<file path="src/rtl/mips_pkg.sv">
// mips_pkg: shared HI/LO op codes, MAC FSM states and datapath width
package mips_pkg;
  localparam int DATA_W = 32;
  typedef enum logic [1:0] {OP_NONE, OP_MULT, OP_MADD, OP_MSUB} hilo_op_t;
  typedef enum logic [1:0] {S_IDLE, S_MUL, S_FIX} state_t;
endpackage

</file>
<file path="src/rtl/hilo_shift_add_mul.sv">
// hilo_shift_add_mul: iterative unsigned shift-add multiplier (start loads a/b and does the first step, busy while steps remain, product = a*b)
module hilo_shift_add_mul
  import mips_pkg::*;
#(
  parameter int MUL_CYCLES = 32
) (
  input  logic                  clk,
  input  logic                  rst_n,
  input  logic                  start,
  input  logic [DATA_W-1:0]     a,
  input  logic [DATA_W-1:0]     b,
  output logic                  busy,
  output logic [2*DATA_W-1:0]   product
);
  localparam int K = DATA_W / MUL_CYCLES;
  localparam int CW = $clog2(MUL_CYCLES) + 1;
  logic [2*DATA_W-1:0] mcand, src_mc, acc;
  logic [DATA_W-1:0] mplier, src_mp;
  logic [CW-1:0] cnt, cnt_nxt;
  always_comb begin
    src_mc = start ? {{DATA_W{1'b0}}, a} : mcand;
    src_mp = start ? b : mplier;
    cnt_nxt = start ? CW'(MUL_CYCLES - 1) : cnt - 1'b1;
    acc = start ? '0 : product;
    for (int i = 0; i < K; i++) acc = acc + (src_mp[i] ? src_mc << i : '0);
  end
  always_ff @(posedge clk or negedge rst_n)
    if (!rst_n) begin
      mcand <= '0;
      mplier <= '0;
      product <= '0;
      cnt <= '0;
      busy <= 1'b0;
    end else if (start || busy) begin
      product <= acc;
      mcand <= src_mc << K;
      mplier <= src_mp >> K;
      cnt <= cnt_nxt;
      busy <= cnt_nxt != '0;
    end
endmodule

</file>
<file path="src/rtl/hilo_mac_unit.sv">
// hilo_mac_unit: multicycle mult/multu/madd/msub plus mthi/mtlo onto HI/LO (request in, Accept comb, Busy/Done registered, Hi/Lo out)
module hilo_mac_unit
  import mips_pkg::*;
#(
  parameter int MUL_CYCLES = 32
) (
  input  logic              Clk,
  input  logic              Rst_n,
  input  logic              In_Valid,
  input  logic              HiLoWrite,
  input  logic              Madd,
  input  logic              Msub,
  input  logic              IsSigned,
  input  logic [DATA_W-1:0] A,
  input  logic [DATA_W-1:0] B,
  input  logic              MtHi,
  input  logic              MtLo,
  input  logic [DATA_W-1:0] WrData,
  output logic              Accept,
  output logic              Busy,
  output logic              Done,
  output logic [DATA_W-1:0] Hi,
  output logic [DATA_W-1:0] Lo
);
  state_t state;
  hilo_op_t op, op_in;
  logic neg, mul_busy;
  logic [DATA_W-1:0] mag_a, mag_b;
  logic [2*DATA_W-1:0] product, prod_s, res;
  always_comb begin
    op_in = Madd ? OP_MADD : Msub ? OP_MSUB : HiLoWrite ? OP_MULT : OP_NONE;
    Accept = In_Valid && state == S_IDLE && op_in != OP_NONE;
    mag_a = IsSigned && A[DATA_W-1] ? -A : A;
    mag_b = IsSigned && B[DATA_W-1] ? -B : B;
    prod_s = neg ? -product : product;
    res = op == OP_MADD ? {Hi, Lo} + prod_s : op == OP_MSUB ? {Hi, Lo} - prod_s : prod_s;
  end
  hilo_shift_add_mul #(.MUL_CYCLES(MUL_CYCLES)) u_mul (
    .clk(Clk),
    .rst_n(Rst_n),
    .start(Accept),
    .a(mag_a),
    .b(mag_b),
    .busy(mul_busy),
    .product(product)
  );
  always_ff @(posedge Clk or negedge Rst_n)
    if (!Rst_n) begin
      state <= S_IDLE;
      op <= OP_NONE;
      neg <= 1'b0;
      Hi <= '0;
      Lo <= '0;
      Busy <= 1'b0;
      Done <= 1'b0;
    end else begin
      Done <= 1'b0;
      case (state)
        S_IDLE:
          if (Accept) begin
            op <= op_in;
            neg <= IsSigned && (A[DATA_W-1] ^ B[DATA_W-1]);
            Busy <= 1'b1;
            state <= S_MUL;
          end else begin
            if (MtHi) Hi <= WrData;
            if (MtLo) Lo <= WrData;
          end
        S_MUL: if (!mul_busy) state <= S_FIX;
        S_FIX: begin
          {Hi, Lo} <= res;
          Done <= 1'b1;
          Busy <= 1'b0;
          state <= S_IDLE;
        end
        default: state <= S_IDLE;
      endcase
    end
endmodule

</file>
<file path="config.mk">
export PLATFORM = sky130hd
export DESIGN_NAME = hilo_mac_unit
export DESIGN_NICKNAME = d
export VERILOG_FILES = /design/src/rtl/mips_pkg.sv /design/src/rtl/hilo_shift_add_mul.sv /design/src/rtl/hilo_mac_unit.sv
export SDC_FILE = /design/constraint.sdc
export NUM_CORES = 1
export LEC_CHECK = 0
export BUFFER_PORTS_ARGS = -buffer_cell sky130_fd_sc_hd__buf_2
export CAP_MARGIN = 20
export CORE_ASPECT_RATIO = 0.5
export CORE_MARGIN = 2
export CORE_UTILIZATION = 63
export DETAILED_ROUTE_END_ITERATION = 8
export PLACE_DENSITY = 0.83
export SETUP_SLACK_MARGIN = 0.4
export SYNTH_ARGS = -nofsm -noshare
export SYNTH_HDL_FRONTEND = slang
export SYNTH_HIERARCHICAL = 1
export SYNTH_SLANG_ARGS = --single-unit
</file>
<file path="constraint.sdc">
create_clock -name Clk -period 7.3 [get_ports Clk]
set_input_delay 0.73 -clock Clk [delete_from_list [all_inputs] [get_ports Clk]]
set_output_delay 0.73 -clock Clk [all_outputs]
set_load 0.005 [all_outputs]
</file>
### After elaboration in Yosys (flattened, before gate mapping)

Cells that the tools add are included.

| storage, ports and cells | value |
|---|---|
| bits of input ports | 105 |
| output and inout bits | 67 |
| flip-flop bits (word level) | 236 |

| operators by class | value |
|---|---|
| eq/ne operators | 9 |
| add/sub/neg operators | 7 |
| mux-type cells | 25 |
| bitwise gates (word level) | 1 |
| reduce and logical (&&, ||, !) cells | 15 |

Operators with widths:

| kind | count |
|---|---|
| two-way mux 64 bit | 6 |
| two-way mux 32 bit | 7 |
| adder 64 bit | 2 |
| one-hot mux 32 bit (2 select lines) | 2 |
| negator 32 bit | 2 |
| negator 64 bit | 1 |
| subtractor 64 bit | 1 |
| two-way mux 2 bit | 4 |
| != test 2 bit, second input constant | 4 |
| equality test 2 bit, second input constant | 3 |
| two-way mux 6 bit | 1 |
| AND reduction 2 bit | 3 |
| AND reduction 3 bit | 2 |
| nonzero test 6 bit | 1 |
| subtractor 6 x 1 -> 6 bit, second input constant | 1 |
| logical AND 1 bit | 5 |
| one-hot mux 2 bit (2 select lines) | 1 |
| nonzero test 2 bit | 2 |
| two-way mux 1 bit | 3 |
| equality test 2 x 1 -> 1 bit, second input constant | 1 |
| zero test 2 bit | 1 |
| != test 2 x 1 -> 1 bit, second input constant | 1 |
| one-hot mux 1 bit (2 select lines) | 1 |
| logical OR 1 bit | 1 |
| bitwise XOR 1 bit | 1 |

### Longest topological paths before layout

Gate-level depths: netlist of run 1.

| depth | value |
|---|---|
| depth in word-level cells | 8 |
| gate-level depth with buffers | 25 |
| gate-level depth less buffers | 23 |

### By module

The synthesis of run 1 kept the hierarchy.

By module, submodules not included:

| module | area an instance (um2) | instances | cells each |
|---|---|---|---|
| hilo_mac_unit | 14131.1 | 1 | 2053 |
| hilo_shift_add_mul | 11632.4 | 1 | 1354 |

### Worst setup path before layout of run 1

Ideal clock, no wire load.

| timing | value |
|---|---|
| path kind | register to register |
| start point | register u_mul.product[19] |
| end point | register Hi[30] |
| setup time | 0.094 ns |
| arrival | 5.801 ns |
| cell stages (with the launch flop) | 23 |
| path slack | 1.405 ns |
| path buffers | 1 |
| cell sequence | dfrtp_1 > or4_1 > nor4_4 > nand4_1 > or3_1 > or4_1 > o31ai_1 > xnor2_1 > ha_1 > clkbuf_1 > inv_1 > or4_1 > nor3_1 > a221o_1 > a311oi_1 > a211oi_1 > o21ai_1 > o31ai_1 > nand2_1 > o21ai_0 > a22o_1 > xnor2_1 > a221oi_2 |

| on the way | value |
|---|---|
| longest elaborated chain between the ends | 6 |
| elaborated cells on any way between the ends | 7 |
| classes of those cells | add/sub: 3; mux: 4 |

RTL lines:

| element | line | source |
|---|---|---|
| start: declaration | hilo_shift_add_mul.sv:13 | `output logic [2*DATA_W-1:0] product` |
| start signal: assignment | hilo_shift_add_mul.sv:31 | `product <= '0;` |
| start signal: assignment | hilo_shift_add_mul.sv:35 | `product <= acc;` |
| negator 64 bit | hilo_mac_unit.sv:35 | `prod_s = neg ? -product : product;` |
| two-way mux 64 bit * | hilo_mac_unit.sv:35 |  |
| subtractor 64 bit | hilo_mac_unit.sv:36 | `res = op == OP_MADD ? {Hi, Lo} + prod_s : op == OP_MSUB ? {Hi, Lo} - prod_s : prod_s;` |
| two-way mux 64 bit | hilo_mac_unit.sv:36 |  |
| two-way mux 64 bit * | hilo_mac_unit.sv:36 |  |
| one-hot mux 32 bit (2 select lines) * | hilo_mac_unit.sv:58 | `case (state)` |
| end signal: assignment | hilo_mac_unit.sv:66 | `if (MtHi) Hi <= WrData;` |
| end signal: assignment | hilo_mac_unit.sv:71 | `{Hi, Lo} <= res;` |
| end: declaration | hilo_mac_unit.sv:22 | `output logic [DATA_W-1:0] Hi,` |

Every way passes the cells marked *; elsewhere a longest branch is shown, timed or not.
A chain may end at the register's enable or synchronous reset.

### Worst setup path after layout of run 1

| timing | value |
|---|---|
| start point | register u_mul.product[11] |
| end point | register Hi[8] |

Same word-level chain as after synthesis.

==> results of run 1 <==
[Yosys cell counts, types with 14 or more instances]
cell type / number / area share [%]
a21oi_1: 359 / 7.0
nor2_1: 314 / 4.6
nand2_1: 310 / 4.5
o21ai_0: 252 / 4.9
dfrtp_1: 236 / 23
ha_1: 181 / 8.8
clkbuf_1: 177 / 2.6
inv_1: 157 / 2.3
xnor2_1: 144 / 4.9
mux2i_1: 112 / 4.4
xor2_1: 93 / 3.2
nor2b_1: 81 / 2.0
a21o_1: 72 / 2.1
nor3_1: 72 / 1.4
nand2b_1: 68 / 1.7
o31ai_1: 58 / 1.7
o21bai_1: 51 / 1.5
a211oi_1: 42 / 1.2
nand3_1: 42 / 0.82
nand4_1: 42 / 1.0
and2_1: 41 / 1.0
nor4_1: 37 / 0.90
a31oi_1: 35 / 0.85
o211ai_1: 27 / 0.79
or3_1: 24 / 0.58
or4_1: 23 / 0.67
and3_1: 21 / 0.51
o22ai_1: 20 / 0.49
o21ai_1: 19 / 0.37
o21a_1: 15 / 0.44
buf_1: 14 / 0.20
[final timing paths]
check                                              startpoint                    endpoint  slack (ns)  cells after the start
worst max register to register  u_mul/product[11]$_DFFE_PN0P_           Hi[8]$_DFFE_PN0P_        0.57                     19
worst min-delay path                                    Rst_n  u_mul/mcand[8]$_DFFE_PN0P_        0.21                      1
min in group Clk                                         Madd           op[0]$_DFFE_PN0P_        0.36                      2
worst min register to register               Busy$_DFFE_PN0P_            Busy$_DFFE_PN0P_        0.47                      1
worst max-delay path            u_mul/product[11]$_DFFE_PN0P_           Hi[8]$_DFFE_PN0P_        0.57                     19
max in group asynchronous                               Rst_n           Hi[0]$_DFFE_PN0P_        5.87                      2
[critical path: stages, from the launching register on]
cell and delay (ns):
dfrtp_1 0.43, or4_1 0.70, nor4b_4 0.47, buf_4 0.22, a41oi_1 0.12, xnor2_1 0.82, inv_1 0.21, ha_1 0.61
and4_1 0.42, nand4_1 0.16, nand2b_1 0.20, a21oi_1 0.30, nor3_1 0.09, o21bai_1 0.35, or4b_2 0.63, o21ai_0 0.21
a211oi_1 0.13, a21oi_1 0.19, xnor2_1 0.20, o221ai_1 0.15
[flip-flops by register name, summed over array words and instances (netlist names)]
| register | cells |
|---|---|
| u_mul/mplier | 31 |
| u_mul/mcand | 63 |
| Lo | 32 |
| state | 2 |
| u_mul/product | 64 |
| Busy | 1 |
| Done | 1 |
| u_mul/cnt | 6 |
| Hi | 32 |
| op | 2 |
| neg | 1 |
| u_mul/busy | 1 |
[final cells by class]
type | instances | area [um^2]
Multi-Input combinational cell | 2806 | 18500
Fill cell | 3326 | 12700
Sequential cell | 236 | 5910
Timing Repair Buffer | 213 | 1220
Clock buffer | 34 | 709
Tap cell | 540 | 676
Inverter | 161 | 604
Clock inverter | 8 | 110
[kinds of logic (layout without fill, tap and decap cells)]
| family | Yosys count | in the layout | synth area share (%) |
|---|---|---|---|
| xor gates and xnor gates | 237 | 237 | 8.06 |
| and+or+nand+nor | 1136 | 1136 | 21.6 |
| DFF | 236 | 236 | 22.9 |
| muxes | 113 | 113 | 4.40 |
| buffers and inverters | 365 | 416 | 5.65 |
| adders and majority gates | 184 | 184 | 9.02 |
| AOI/OAI and AO/OA | 1136 | 1136 | 28.3 |
[per-stage QoR]
stage | worst slack, ns | util, % | area, um^2 | std cells | hold WS [ns]
after global placement | 0.455 | 66.3 | 26800 | 3952 | 0.456
final | 0.567 | 68.6 | 27700 | 3998 | 0.207
after detailed placement | 0.270 | 66.3 | 26800 | 3953 | 0.464
after global routing | 0.412 | 68.6 | 27700 | 3998 | 0.302
after CTS | 0.548 | 68.4 | 27600 | 3995 | 0.269
after floorplan | 1.41 | - | 25800 | 3407 | 0.429
[repair_timing]
item | in CTS | in global routing
endpoints found under the hold margin | 0 | 0
buffers inserted | 0 | 1
pin swaps | 0 | 3
gates resized for setup | 2 | 11
setup endpoints to repair | 2 | 10
gates cloned | 0 | 0
[layer usage]
metal | vias up | wire, um | share of wire, % | global-route usage (%)
li1 | 12393 | - | - | -
met4 | 2 | 3420 | 3.7 | 12.2
met1 | 12813 | 39800 | 43 | 61.6
met2 | 1712 | 36000 | 39 | 58.2
met5 | - | 13 | 0.014 | 0
met3 | 239 | 12900 | 14 | 13.0
==> metrics.cfg, run 1 <==
[run_status]
status = complete, but fails checks
violations = DRC

[logic_synthesis]
synthArstFlopShare_pct = 100
netlist_area_um2 = 25800
synth_cells = 3407
syn_avg_cell_area_um2 = 7.56
synth_nets = 3696
synth-seq-cells = 236
ys.flop_type = dfrtp_1
yosysSeqAreaShare_pct = 22.9
yosysUniqueCellTypes = 107
ys.warnings.count = 6
synth_edf_count = 0

[setup_path]
cp_max_fo = 13
endpoint_kind = flip-flop
crit_required_ns = 7.74
path_class = reg2reg
cp_data_arrival_time_ns = 7.17
startpoint_type = flip-flop

[placement]
port-buffer-count = 171
dp_hpwl_um = 70600
gp_congestion = 1.11

[die]
die_h_um = 147
die_area_um2 = 42600
die_w_um = 290
core_um2 = 40400
io_pins = 172
rows = 52
start_util_pct = 63.8

[drt]
drcViolationCount = 2
num_vias = 27159
wire_per_inst_um = 23.1
drtAntennaViolNets = 0
drtIter0Drc = 4126
drt_pass1_iterations = 9
wirelength_um = 92200
vias_per_cell = 6.79

[final_layout]
final_common_cell = a21oi_1
most-common-layout-cells = a21oi_1, nor2_1, nand2_1
antenna_cells = 0
drive_above_1_share_pct = 9.83
nets = 3732
area_delta_synth_final_pct = 7.62

[sta]
fin_setup_tns_ns = 0
max_freq_mhz = 149
slew_violations = 0
period_share_pct = 92.2
skew_ns = 0.0263
final-setup-viol-count = 0
rsz0062_at_grt = false
worst_pin_slew_ns = 1.05
hold_violations = 0
fin_crit_ns = 6.73
slew-limit-headroom_pct = 30.2

[clock_network]
htree_levels = 1
cts_tree = done
cts_made_buffers = 25
insertion_delay_ns = 0.59
cts_sinks = 236
cts_root_buf = clkbuf_16
hold_buffers = 0
cts.clk_slew.worst_paths_ns = 0.07
clockBufferDepth = 3

[worst_hold_path]
min_path_type = in2async

[flow_run]
maxCapViolCount = 0

[grt]
grt_max_degree = 124
grt_pass1_wl_um = 142000
grt_usage_pct = 41.8
grt_pass1_vias = 24449
antenna_found_initial = 1
grt-ovfl-total = 0

Power of run 1 is left out: the tool's default activity adds up to more than one toggle a clock period on the data nets, which glitch-free logic cannot reach.
==> run 2, diff against run 1 <==
--- a/config.mk
+++ b/config.mk
@@ -7,11 +7,14 @@
 export LEC_CHECK = 0
 export BUFFER_PORTS_ARGS = -buffer_cell sky130_fd_sc_hd__buf_2
 export CAP_MARGIN = 20
+export CELL_PAD_IN_SITES_DETAIL_PLACEMENT = 0
+export CELL_PAD_IN_SITES_GLOBAL_PLACEMENT = 1
 export CORE_ASPECT_RATIO = 0.5
 export CORE_MARGIN = 2
-export CORE_UTILIZATION = 63
+export CORE_UTILIZATION = 47
+export CTS_BUF_LIST = sky130_fd_sc_hd__clkbuf_16
 export DETAILED_ROUTE_END_ITERATION = 8
-export PLACE_DENSITY = 0.83
+export PLACE_DENSITY_LB_ADDON = 0.1
 export SETUP_SLACK_MARGIN = 0.4
 export SYNTH_ARGS = -nofsm -noshare
 export SYNTH_HDL_FRONTEND = slang
==> run 2 against run 1 <==
Net effect: design area grew 1.2%; global-route usage shrank 8.1 points; via count shrank 3.2%; maximum frequency grew 2.6%; hold slack lost 0.14 ns; non-clock buffer count grew 1; sequential share of layout area shrank 0.25 points; setup slack gained 0.17 ns; critical path depth grew 3; register-to-register slack gained 0.17 ns; critical path type unchanged; routed wire length grew 6.3%; core utilization shrank 17 points; the flow now finishes without violations.
==> metrics.cfg, run 2 (same netlist as run 1, synthesis figures left out) <==
[flow_run]
maxCapViolCount = 0

[drt]
wire_per_inst_um = 23.4
drtAntennaViolNets = 0
vias_per_cell = 6.29
drtIter0Drc = 2961
wirelength_um = 98000
drt_pass1_iterations = 6
drcViolationCount = 0
num_vias = 26300

[final_layout]
largest_reg_flops = 64
regMostFlops = u_mul/product
most-common-layout-cells = a21oi_1, nor2_1, nand2_1
nets = 3734
stdcell_count = 4180
fill_cells = 5370
top_regs = u_mul/product (64), u_mul/mcand (63)
fin_util_pct = 52.0
drive_above_1_share_pct = 9.93
final_common_cell = a21oi_1
regArea_um2 = 5910
multiInputGateArea_um2 = 18500
area_delta_synth_final_pct = 8.88

[sta]
slew-limit-headroom_pct = 11.0
skew_ns = 0.0247
timing.final.ws_setup_ns = 0.739
hold_violations = 0
fin_setup_tns_ns = 0
slew_violations = 0
rsz0062_at_grt = true
max_freq_mhz = 152
final-setup-viol-count = 0
worst_pin_slew_ns = 1.33
fin_crit_ns = 6.56
period_share_pct = 89.9

[grt]
antenna_found_initial = 3
grt-ovfl-total = 0
grt_pass1_wl_um = 148000
grt_pass1_vias = 24047
grt_max_degree = 82
grt_usage_pct = 33.7

[clock_network]
cts.clk_slew.worst_paths_ns = 0.08
cts_tree = done
htree_levels = 1
cts_made_buffers = 26
cts_root_buf = clkbuf_16
hold_buffers = 0
cts_sinks = 236
insertion_delay_ns = 0.62
clockBufferDepth = 3

[die]
core_um2 = 54000
die_h_um = 170
start_util_pct = 47.7
die_area_um2 = 56800
rows = 60
die_w_um = 335
io_pins = 172

[setup_path]
path_class = reg2reg
crit_chain = buf_4 > or4_1 > nor4_4 > nand4_1 > or3_1 > or4_1 > o31ai_1 > xnor2_1 > ha_1 > buf_4 > inv_1 > or4_1 > nor3_1 > o311ai_1 > a211oi_2 > o21ai_2 > o31ai_4 > nand2_1 > o21ai_0 > a22o_1 > xnor2_1 > a221oi_2
endpoint_kind = flip-flop
cp_data_arrival_time_ns = 7.09
slowest_stage = or4_1
crit_required_ns = 7.82
cpPeakStageDelay_ns = 0.60
r2r_cells = 22
cp_max_fo = 9
crit_family = simple AND/OR/NAND/NOR gates
r2r_slack_ns = 0.74
cp_num_buf_inv = 3
path_common_cell = or4_1
timing.rr.end = Hi[30]$_DFFE_PN0P_
rr_startpoint = u_mul/product[25]$_DFFE_PN0P_
startpoint_type = flip-flop

[placement]
dp_hpwl_um = 76500
gp_congestion = 1.07
post-place-ws_ns = 0.464
dp_cells = 4130
port-buffer-count = 171

[worst_hold_path]
min_path_type = in2async

[run_status]
status = finished, final reports clean

==> run 2: cell types whose count changed in the layout (fill, tap and decap cells not counted), sizes merged <==
cell,before,now
buf,212,214
clkinvlp,2,3
clkbuf,35,26
clkinv,7,13
inv,158,161
bufinv,2,6
diode,0,2
==> run 2: repair_timing <==
| action | CTS | global route |
|---|---|---|
| setup endpoints to repair | 0 | 10 |
| resized for setup | 0 | 9 |
| setup buffers | 0 | 0 |
==> run 2: worst max-delay path by stage <==
stage	startpoint	end	slack [ns]	cells past startpoint
finish	u_mul/product[25]$_DFFE_PN0P_	Hi[30]$_DFFE_PN0P_	0.74	22
global route	u_mul/product[11]$_DFFE_PN0P_	Hi[26]$_DFFE_PN0P_	0.39	19
CTS	u_mul/product[19]$_DFFE_PN0P_	Hi[26]$_DFFE_PN0P_	0.45	20
detailed placement	u_mul/product[19]$_DFFE_PN0P_	Hi[30]$_DFFE_PN0P_	0.46	21
global placement	u_mul/product[19]$_DFFE_PN0P_	Hi[26]$_DFFE_PN0P_	0.71	21
floorplan	u_mul/product[19]$_DFFE_PN0P_	Hi[30]$_DFFE_PN0P_	1.41	22
==> run 2: stage by stage <==
stage	hold slack, ns	area, um^2
3_5_place_dp	0.469	27100
2_1_floorplan	0.429	25800
6_report	0.0679	28100
4_1_cts	0.109	28000
5_1_grt	0.121	28000
3_3_place_gp	0.456	27100
==> run 2: area by class of cell <==
class / count / share of cell area [%]
Antenna cell: 2 / 0.0178
Clock buffer: 26 / 2.32
Clock inverter: 22 / 1.02
Inverter: 161 / 2.15
Multi-Input combinational cell: 2806 / 65.9
Sequential cell: 236 / 21.1
Tap cell: 713 / 3.18
Timing Repair Buffer: 214 / 4.33
==> run 2: layer usage <==
layer  wire length [um]  track usage (%)
met1              48200             52.9
met2              37700             46.3
met3               9770             7.56
met4               2360             6.53
met5                 13                0
==> run 2: worst register-to-register path, cell delays in order, from the launching register on <==
cell      delay (ns)
dfrtp_1         0.36
buf_4           0.16
or4_1           0.57
nor4_4          0.40
nand4_1         0.28
or3_1           0.43
or4_1           0.43
o31ai_1         0.26
xnor2_1         0.26
ha_1            0.36
buf_4           0.16
inv_1           0.12
or4_1           0.60
nor3_1          0.27
o311ai_1        0.22
a211oi_2        0.36
o21ai_2         0.19
o31ai_4         0.31
nand2_1         0.08
o21ai_0         0.17
a22o_1          0.16
xnor2_1         0.08
a221oi_2        0.24
Power of run 2 is left out for the same reason.
